[src/rtl/v8cpu_pkg.sv]
// Shared v8cpu constants, ALU opcode values and the issue-stage payload.
package v8cpu_pkg;

  localparam int unsigned DATA_W   = 8;
  localparam int unsigned ALU_OP_W = 4;

  localparam logic [ALU_OP_W-1:0] ALU_ADD = 4'd0;
  localparam logic [ALU_OP_W-1:0] ALU_SUB = 4'd1;
  localparam logic [ALU_OP_W-1:0] ALU_AND = 4'd2;
  localparam logic [ALU_OP_W-1:0] ALU_OR  = 4'd3;
  localparam logic [ALU_OP_W-1:0] ALU_XOR = 4'd4;

  // Operand bundle held in the issue register and presented to the ALU.
  typedef struct packed {
    logic [DATA_W-1:0]   a;
    logic [DATA_W-1:0]   b;
    logic [ALU_OP_W-1:0] op;
    logic [DATA_W-1:0]   flags;
  } alu_req_t;

endpackage

[src/rtl/v8cpu_rr_arbiter.sv]
// Round-robin pick: first asserted request at or after i_ptr, wrapping.
// Ports: i_req (request vector), i_ptr (priority start index),
//        o_grant_c (one-hot winner), o_idx_c (winner index), o_any_c (any request).
module v8cpu_rr_arbiter #(
  parameter int unsigned NUM_REQ = 4,
  parameter int unsigned ID_W    = 2
) (
  input  logic [NUM_REQ-1:0] i_req,
  input  logic [ID_W-1:0]    i_ptr,
  output logic [NUM_REQ-1:0] o_grant_c,
  output logic [ID_W-1:0]    o_idx_c,
  output logic               o_any_c
);

  logic [ID_W-1:0] w_cand;

  // Scan from the pointer; the first hit wins.
  always_comb begin
    o_grant_c = '0;
    o_idx_c   = '0;
    o_any_c   = 1'b0;
    w_cand    = '0;
    for (int unsigned k = 0; k < NUM_REQ; k++) begin
      w_cand = ID_W'((32'(i_ptr) + k) % NUM_REQ);
      if (!o_any_c && i_req[w_cand]) begin
        o_any_c = 1'b1;
        o_idx_c = w_cand;
      end
    end
    if (o_any_c) o_grant_c[o_idx_c] = 1'b1;
  end

endmodule

[src/rtl/v8cpu_alu_arbiter.sv]
// Shares one combinational v8cpu_alu between NUM_REQ requesters.
// Ports: req_valid/req_ready + packed req_a/req_b/req_op/req_flags per requester;
//        alu_a/alu_b/alu_op/alu_flags to the ALU, alu_c/alu_newflags back;
//        rsp_valid/rsp_ready handshake with rsp_id/rsp_c/rsp_flags payload.
module v8cpu_alu_arbiter
  import v8cpu_pkg::*;
#(
  parameter int unsigned NUM_REQ = 4,
  parameter int unsigned ID_W    = 2
) (
  input  logic                         clk,
  input  logic                         rst_n,
  input  logic [NUM_REQ-1:0]           req_valid,
  output logic [NUM_REQ-1:0]           req_ready,
  input  logic [NUM_REQ*DATA_W-1:0]    req_a,
  input  logic [NUM_REQ*DATA_W-1:0]    req_b,
  input  logic [NUM_REQ*ALU_OP_W-1:0]  req_op,
  input  logic [NUM_REQ*DATA_W-1:0]    req_flags,
  output logic [DATA_W-1:0]            alu_a,
  output logic [DATA_W-1:0]            alu_b,
  output logic [ALU_OP_W-1:0]          alu_op,
  output logic [DATA_W-1:0]            alu_flags,
  input  logic [DATA_W-1:0]            alu_c,
  input  logic [DATA_W-1:0]            alu_newflags,
  output logic                         rsp_valid,
  input  logic                         rsp_ready,
  output logic [ID_W-1:0]              rsp_id,
  output logic [DATA_W-1:0]            rsp_c,
  output logic [DATA_W-1:0]            rsp_flags
);

  alu_req_t            r_iss;
  logic                r_iss_valid;
  logic [ID_W-1:0]     r_iss_id;
  logic [ID_W-1:0]     r_rr_ptr;
  logic                r_rsp_valid;
  logic [ID_W-1:0]     r_rsp_id;
  logic [DATA_W-1:0]   r_rsp_c;
  logic [DATA_W-1:0]   r_rsp_flags;

  logic                w_rsp_free;
  logic                w_iss_adv;
  logic                w_iss_free;
  logic                w_any;
  logic                w_accept;
  logic [NUM_REQ-1:0]  w_grant;
  logic [ID_W-1:0]     w_win_idx;
  logic [ID_W-1:0]     w_ptr_nxt;
  alu_req_t            w_sel;

  v8cpu_rr_arbiter #(
    .NUM_REQ (NUM_REQ),
    .ID_W    (ID_W)
  ) u_rr (
    .i_req     (req_valid),
    .i_ptr     (r_rr_ptr),
    .o_grant_c (w_grant),
    .o_idx_c   (w_win_idx),
    .o_any_c   (w_any)
  );

  // Pipeline occupancy: the issue slot frees when it moves into the response slot.
  assign w_rsp_free = !r_rsp_valid || rsp_ready;
  assign w_iss_adv  = r_iss_valid && w_rsp_free;
  assign w_iss_free = !r_iss_valid || w_iss_adv;
  assign w_accept   = w_any && w_iss_free;

  // Held low through reset even though the idle pipeline would otherwise accept.
  assign req_ready = (rst_n && w_accept) ? w_grant : '0;

  assign w_ptr_nxt = (w_win_idx == ID_W'(NUM_REQ - 1)) ? '0 : w_win_idx + ID_W'(1);

  // Operand mux for the winning requester.
  always_comb begin
    w_sel = '0;
    for (int unsigned i = 0; i < NUM_REQ; i++) begin
      if (w_win_idx == ID_W'(i)) begin
        w_sel.a     = req_a[i*DATA_W +: DATA_W];
        w_sel.b     = req_b[i*DATA_W +: DATA_W];
        w_sel.op    = req_op[i*ALU_OP_W +: ALU_OP_W];
        w_sel.flags = req_flags[i*DATA_W +: DATA_W];
      end
    end
  end

  // Issue stage; operands are kept after advance so the ALU inputs stay steady.
  always_ff @(posedge clk or negedge rst_n) begin
    if (!rst_n) begin
      r_iss       <= '0;
      r_iss_valid <= 1'b0;
      r_iss_id    <= '0;
      r_rr_ptr    <= '0;
    end else if (w_accept) begin
      r_iss       <= w_sel;
      r_iss_valid <= 1'b1;
      r_iss_id    <= w_win_idx;
      r_rr_ptr    <= w_ptr_nxt;
    end else if (w_iss_adv) begin
      r_iss_valid <= 1'b0;
    end
  end

  // Response stage captures the ALU result as the issue slot advances.
  always_ff @(posedge clk or negedge rst_n) begin
    if (!rst_n) begin
      r_rsp_valid <= 1'b0;
      r_rsp_id    <= '0;
      r_rsp_c     <= '0;
      r_rsp_flags <= '0;
    end else if (w_iss_adv) begin
      r_rsp_valid <= 1'b1;
      r_rsp_id    <= r_iss_id;
      r_rsp_c     <= alu_c;
      r_rsp_flags <= alu_newflags;
    end else if (r_rsp_valid && rsp_ready) begin
      r_rsp_valid <= 1'b0;
    end
  end

  assign alu_a     = r_iss.a;
  assign alu_b     = r_iss.b;
  assign alu_op    = r_iss.op;
  assign alu_flags = r_iss.flags;

  assign rsp_valid = r_rsp_valid;
  assign rsp_id    = r_rsp_id;
  assign rsp_c     = r_rsp_c;
  assign rsp_flags = r_rsp_flags;

endmodule
[config.mk]
export PLATFORM = sky130hd
export DESIGN_NAME = v8cpu_alu_arbiter
export DESIGN_NICKNAME = d
export VERILOG_FILES = /design/src/rtl/v8cpu_pkg.sv /design/src/rtl/v8cpu_rr_arbiter.sv /design/src/rtl/v8cpu_alu_arbiter.sv
export SDC_FILE = /design/constraint.sdc
export NUM_CORES = 1
export LEC_CHECK = 0
export ABC_CLOCK_PERIOD_IN_PS = 4800
export CAP_MARGIN = 10
export CORE_MARGIN = 5
export CORE_UTILIZATION = 41
export DETAILED_ROUTE_END_ITERATION = 7
export GPL_ROUTABILITY_DRIVEN = 0
export GPL_TIMING_DRIVEN = 0
export PLACE_DENSITY = 0.92
export SYNTH_ARGS = -nofsm -noshare
export SYNTH_HDL_FRONTEND = slang
export SYNTH_SLANG_ARGS = --single-unit
[constraint.sdc]
create_clock -name clk -period 4.8 [get_ports clk]
set_input_delay 0.48 -clock clk [delete_from_list [all_inputs] [get_ports clk]]
set_output_delay 0.48 -clock clk [all_outputs]
set_load 0.02 [all_outputs]
==> impl_metrics.py <==
metrics = {
    "timing": {
        "hold_violations": 0,
        "fin_tns_setup_ns": 0,
        "hold_slack_ns": 0.176,
        "max_slew_margin": 0.593,
        "fin_worst_skew_ns": 0.00345,
        "finalMaxSlewViolations": 0,
        "max_freq_mhz": 234,
        "final.period_utilization": 0.892,
        "setup_viol": 0,
        "fin_crit_ns": 4.28,
        "grt_setup_unrepaired": "false",
        "tightest_slew_ns": 0.611,
    },
    "setup_path": {
        "r2r_cells": 8,
        "timing.rr.end": "alu_flags[7]",
        "crit_type": "in -> out",
        "worstPathRequired_ns": 4.32,
        "cp_max_fo": 10,
        "arrival_ns": 3.80,
        "critPathLaunchType": "input pin",
        "rr_startpoint": "r_rr_ptr[0]",
        "reg2reg_slack_ns": 2.14,
        "end_kind": "primary output",
    },
    "outcome": {
        "status": "finished clean",
    },
    "logic_synthesis": {
        "synth.top_cell.area_share": 0.413,
        "yosysUniqueCellTypes": 34,
        "yosysWarnings": 0,
        "synth.cell_area_um2": 3150,
        "synth_area_leader_cell": "dfrtp_1",
        "syn_inst": 342,
        "synth_edf_count": 0,
        "synth_common_cells": "54 x a21oi_1, 52 x dfrtp_1, 31 x nand2_1",
        "synthTopCellsByArea": "dfrtp_1 41%, a221o_1 8.9%, a21oi_1 8.6%",
        "ys_seq_area_frac": 0.413,
        "synth-main-ff-cell": "dfrtp_1",
        "synth_seq_cells": 52,
        "synthMostInstantiatedCell": "a21oi_1",
        "async_reset_ff_frac": 1.00,
        "syn_nets": 481,
        "syn_avg_cell_area_um2": 9.21,
    },
    "floorplanning": {
        "core_area_um2": 7610,
        "row_count": 32,
        "fp.dieH_um": 97.7,
        "start_util": 0.414,
        "dieArea_um2": 9540,
        "die_w_um": 97.7,
        "io_pins": 186,
    },
    "place": {
        "portBuffers": 185,
        "dpl_cell_area_um2": 5140,
        "dpl.hpwl_um": 9250,
    },
    "clock_network": {
        "path_clk_slew_ns": 0.09,
        "cts_sinks": 52,
        "insertion_delay_ns": 0.30,
        "cts_resized": 0,
        "cts.path.max_buffers": 2,
        "clock_tree.root_cell": "clkbuf_8",
        "htreeDepth": 2,
        "tritoncts": "done",
        "ctsHoldBuffers": 0,
        "cts_setup_buffers": 0,
        "numCtsBuffers": 5,
    },
    "layout": {
        "insertedDiodeCount": 0,
        "fillers": 603,
        "stdcell_area_um2": 5230,
        "drive_gt1_frac": 0.0970,
        "layout.nets": 674,
        "utilization": 0.688,
        "area_growth_pct": 66.1,
    },
    "global_routing": {
        "grt_first_pass_wirelength_um": 18600,
        "grt_util_met3": 0.0668,
        "grt-busiest-layer": "met2",
        "first_global_vias": 3734,
        "grt_start_max_net_pins": 32,
        "grt_use_met1": 0.276,
        "antenna_found_initial": 0,
        "grt_usage": 0.238,
        "use_met2": 0.428,
        "grt_overflow": 0,
    },
    "route": {
        "via_count": 3468,
        "viasPerCell": 5.44,
        "drc": 0,
        "wl_per_cell_um": 17.9,
        "drtPass1Iterations": 5,
        "wl_um": 11400,
        "drtIter0Drc": 133,
        "ant_nets": 0,
    },
    "min_path": {
        "min_path_type": "in -> async",
    },
    "power_and_ir_drop": {
        "ir_worst_vdd_mv": 0.214,
        "comb_power_share": 0.603,
        "power_density_nw_per_um2": 451,
        "power_leakage_nw": 2.08,
        "p_clk_frac": 0.105,
        "intPower_mw": 1.38,
        "seqPwrFrac": 0.291,
        "swShare": 0.413,
        "power_switching_mw": 0.975,
    },
    "run": {
        "maxCapViolations": 0,
    },
}
sequential cells by signal, summed over array words and instances, names as in the netlist:
register	cells
rsp_c	8
r_iss_id	2
alu_op	4
r_iss_valid	1
rsp_flags	8
rsp_valid	1
alu_b	8
rsp_id	2
alu_flags	8
r_rr_ptr	2
alu_a	8
cell usage in the layout (no fill, tap or decap), types with 2 or more instances in the layout:
cell type,count
clkdlybuf4s50_1,184
a21oi_1,54
dfrtp_1,52
nand2_1,31
inv_1,29
nand3b_1,29
a31oi_1,29
a221o_1,28
mux2_2,19
clkbuf_1,16
buf_2,14
a21oi_2,5
clkbuf_8,5
nand2b_1,4
and3_1,4
ha_1,4
buf_6,3
o21ai_0,3
nor2b_1,2
nor2_1,2
through the flow:
stage	worst slack, ns	std cells	power (mW)
after floorplan	2.03	342	1.50
after global placement	0.540	629	2.08
after detailed placement	0.515	630	2.12
after CTS	0.525	638	2.37
after global routing	0.255	638	2.52
final	0.519	638	2.36
per-layer routing:
metal | vias up | wire length (um)
met2 | 162 | 5830
met5 | - | 0
li1 | 1646 | -
met4 | 0 | 184
met1 | 1642 | 4480
met3 | 18 | 947
logic make-up (layout without fill, tap and decap cells):
family	Yosys count	after routing	share of synthesized area
fa+ha+maj	4	4	0.0159
buf+inv	61	255	0.0850
compound gates	124	124	0.264
mux	19	19	0.0679
simple gates	82	82	0.154
flops	52	52	0.413
power groups by stage:
stage	Combinational [mW]	Clock (mW)	Sequential, mW
after global routing	1.54	0.274	0.703
final	1.42	0.249	0.687
after global placement	1.40	0	0.684
after CTS	1.43	0.256	0.686
after floorplan	0.645	0	0.852
after detailed placement	1.42	0	0.695
critical path, cell delays in order:
cell and delay, ns:
clkdlybuf4s50_1 0.53, nor2b_1 0.22, o21a_1 0.21, nor4_1 0.38, ha_1 0.29, clkbuf_1 0.42
clkbuf_1 0.41, and3_1 0.22, clkdlybuf4s50_1 0.64
cell type report:
cell class | count | area, um^2 | share of cell area
Buffer | 32 | 159 | 0.0304
Inverter | 29 | 109 | 0.0208
Sequential cell | 52 | 1300 | 0.249
Timing Repair Buffer | 186 | 1870 | 0.357
Clock inverter | 2 | 16.3 | 0.00311
Clock buffer | 6 | 72.6 | 0.0139
Tap cell | 102 | 128 | 0.0244
Multi-Input combinational cell | 229 | 1580 | 0.302
worst max-delay path by stage:
stage	startpoint	end	slack [ns]	cells past startpoint
5_1_grt	req_valid[2]	req_ready[3]	0.25	9
2_1_floorplan	req_valid[1]	req_ready[2]	2.03	8
3_5_place_dp	req_valid[2]	req_ready[3]	0.52	9
3_3_place_gp	req_valid[2]	req_ready[3]	0.54	9
4_1_cts	req_valid[2]	req_ready[3]	0.52	9
6_report	req_valid[2]	req_ready[3]	0.52	9
(Power assumes the default switching activity.)
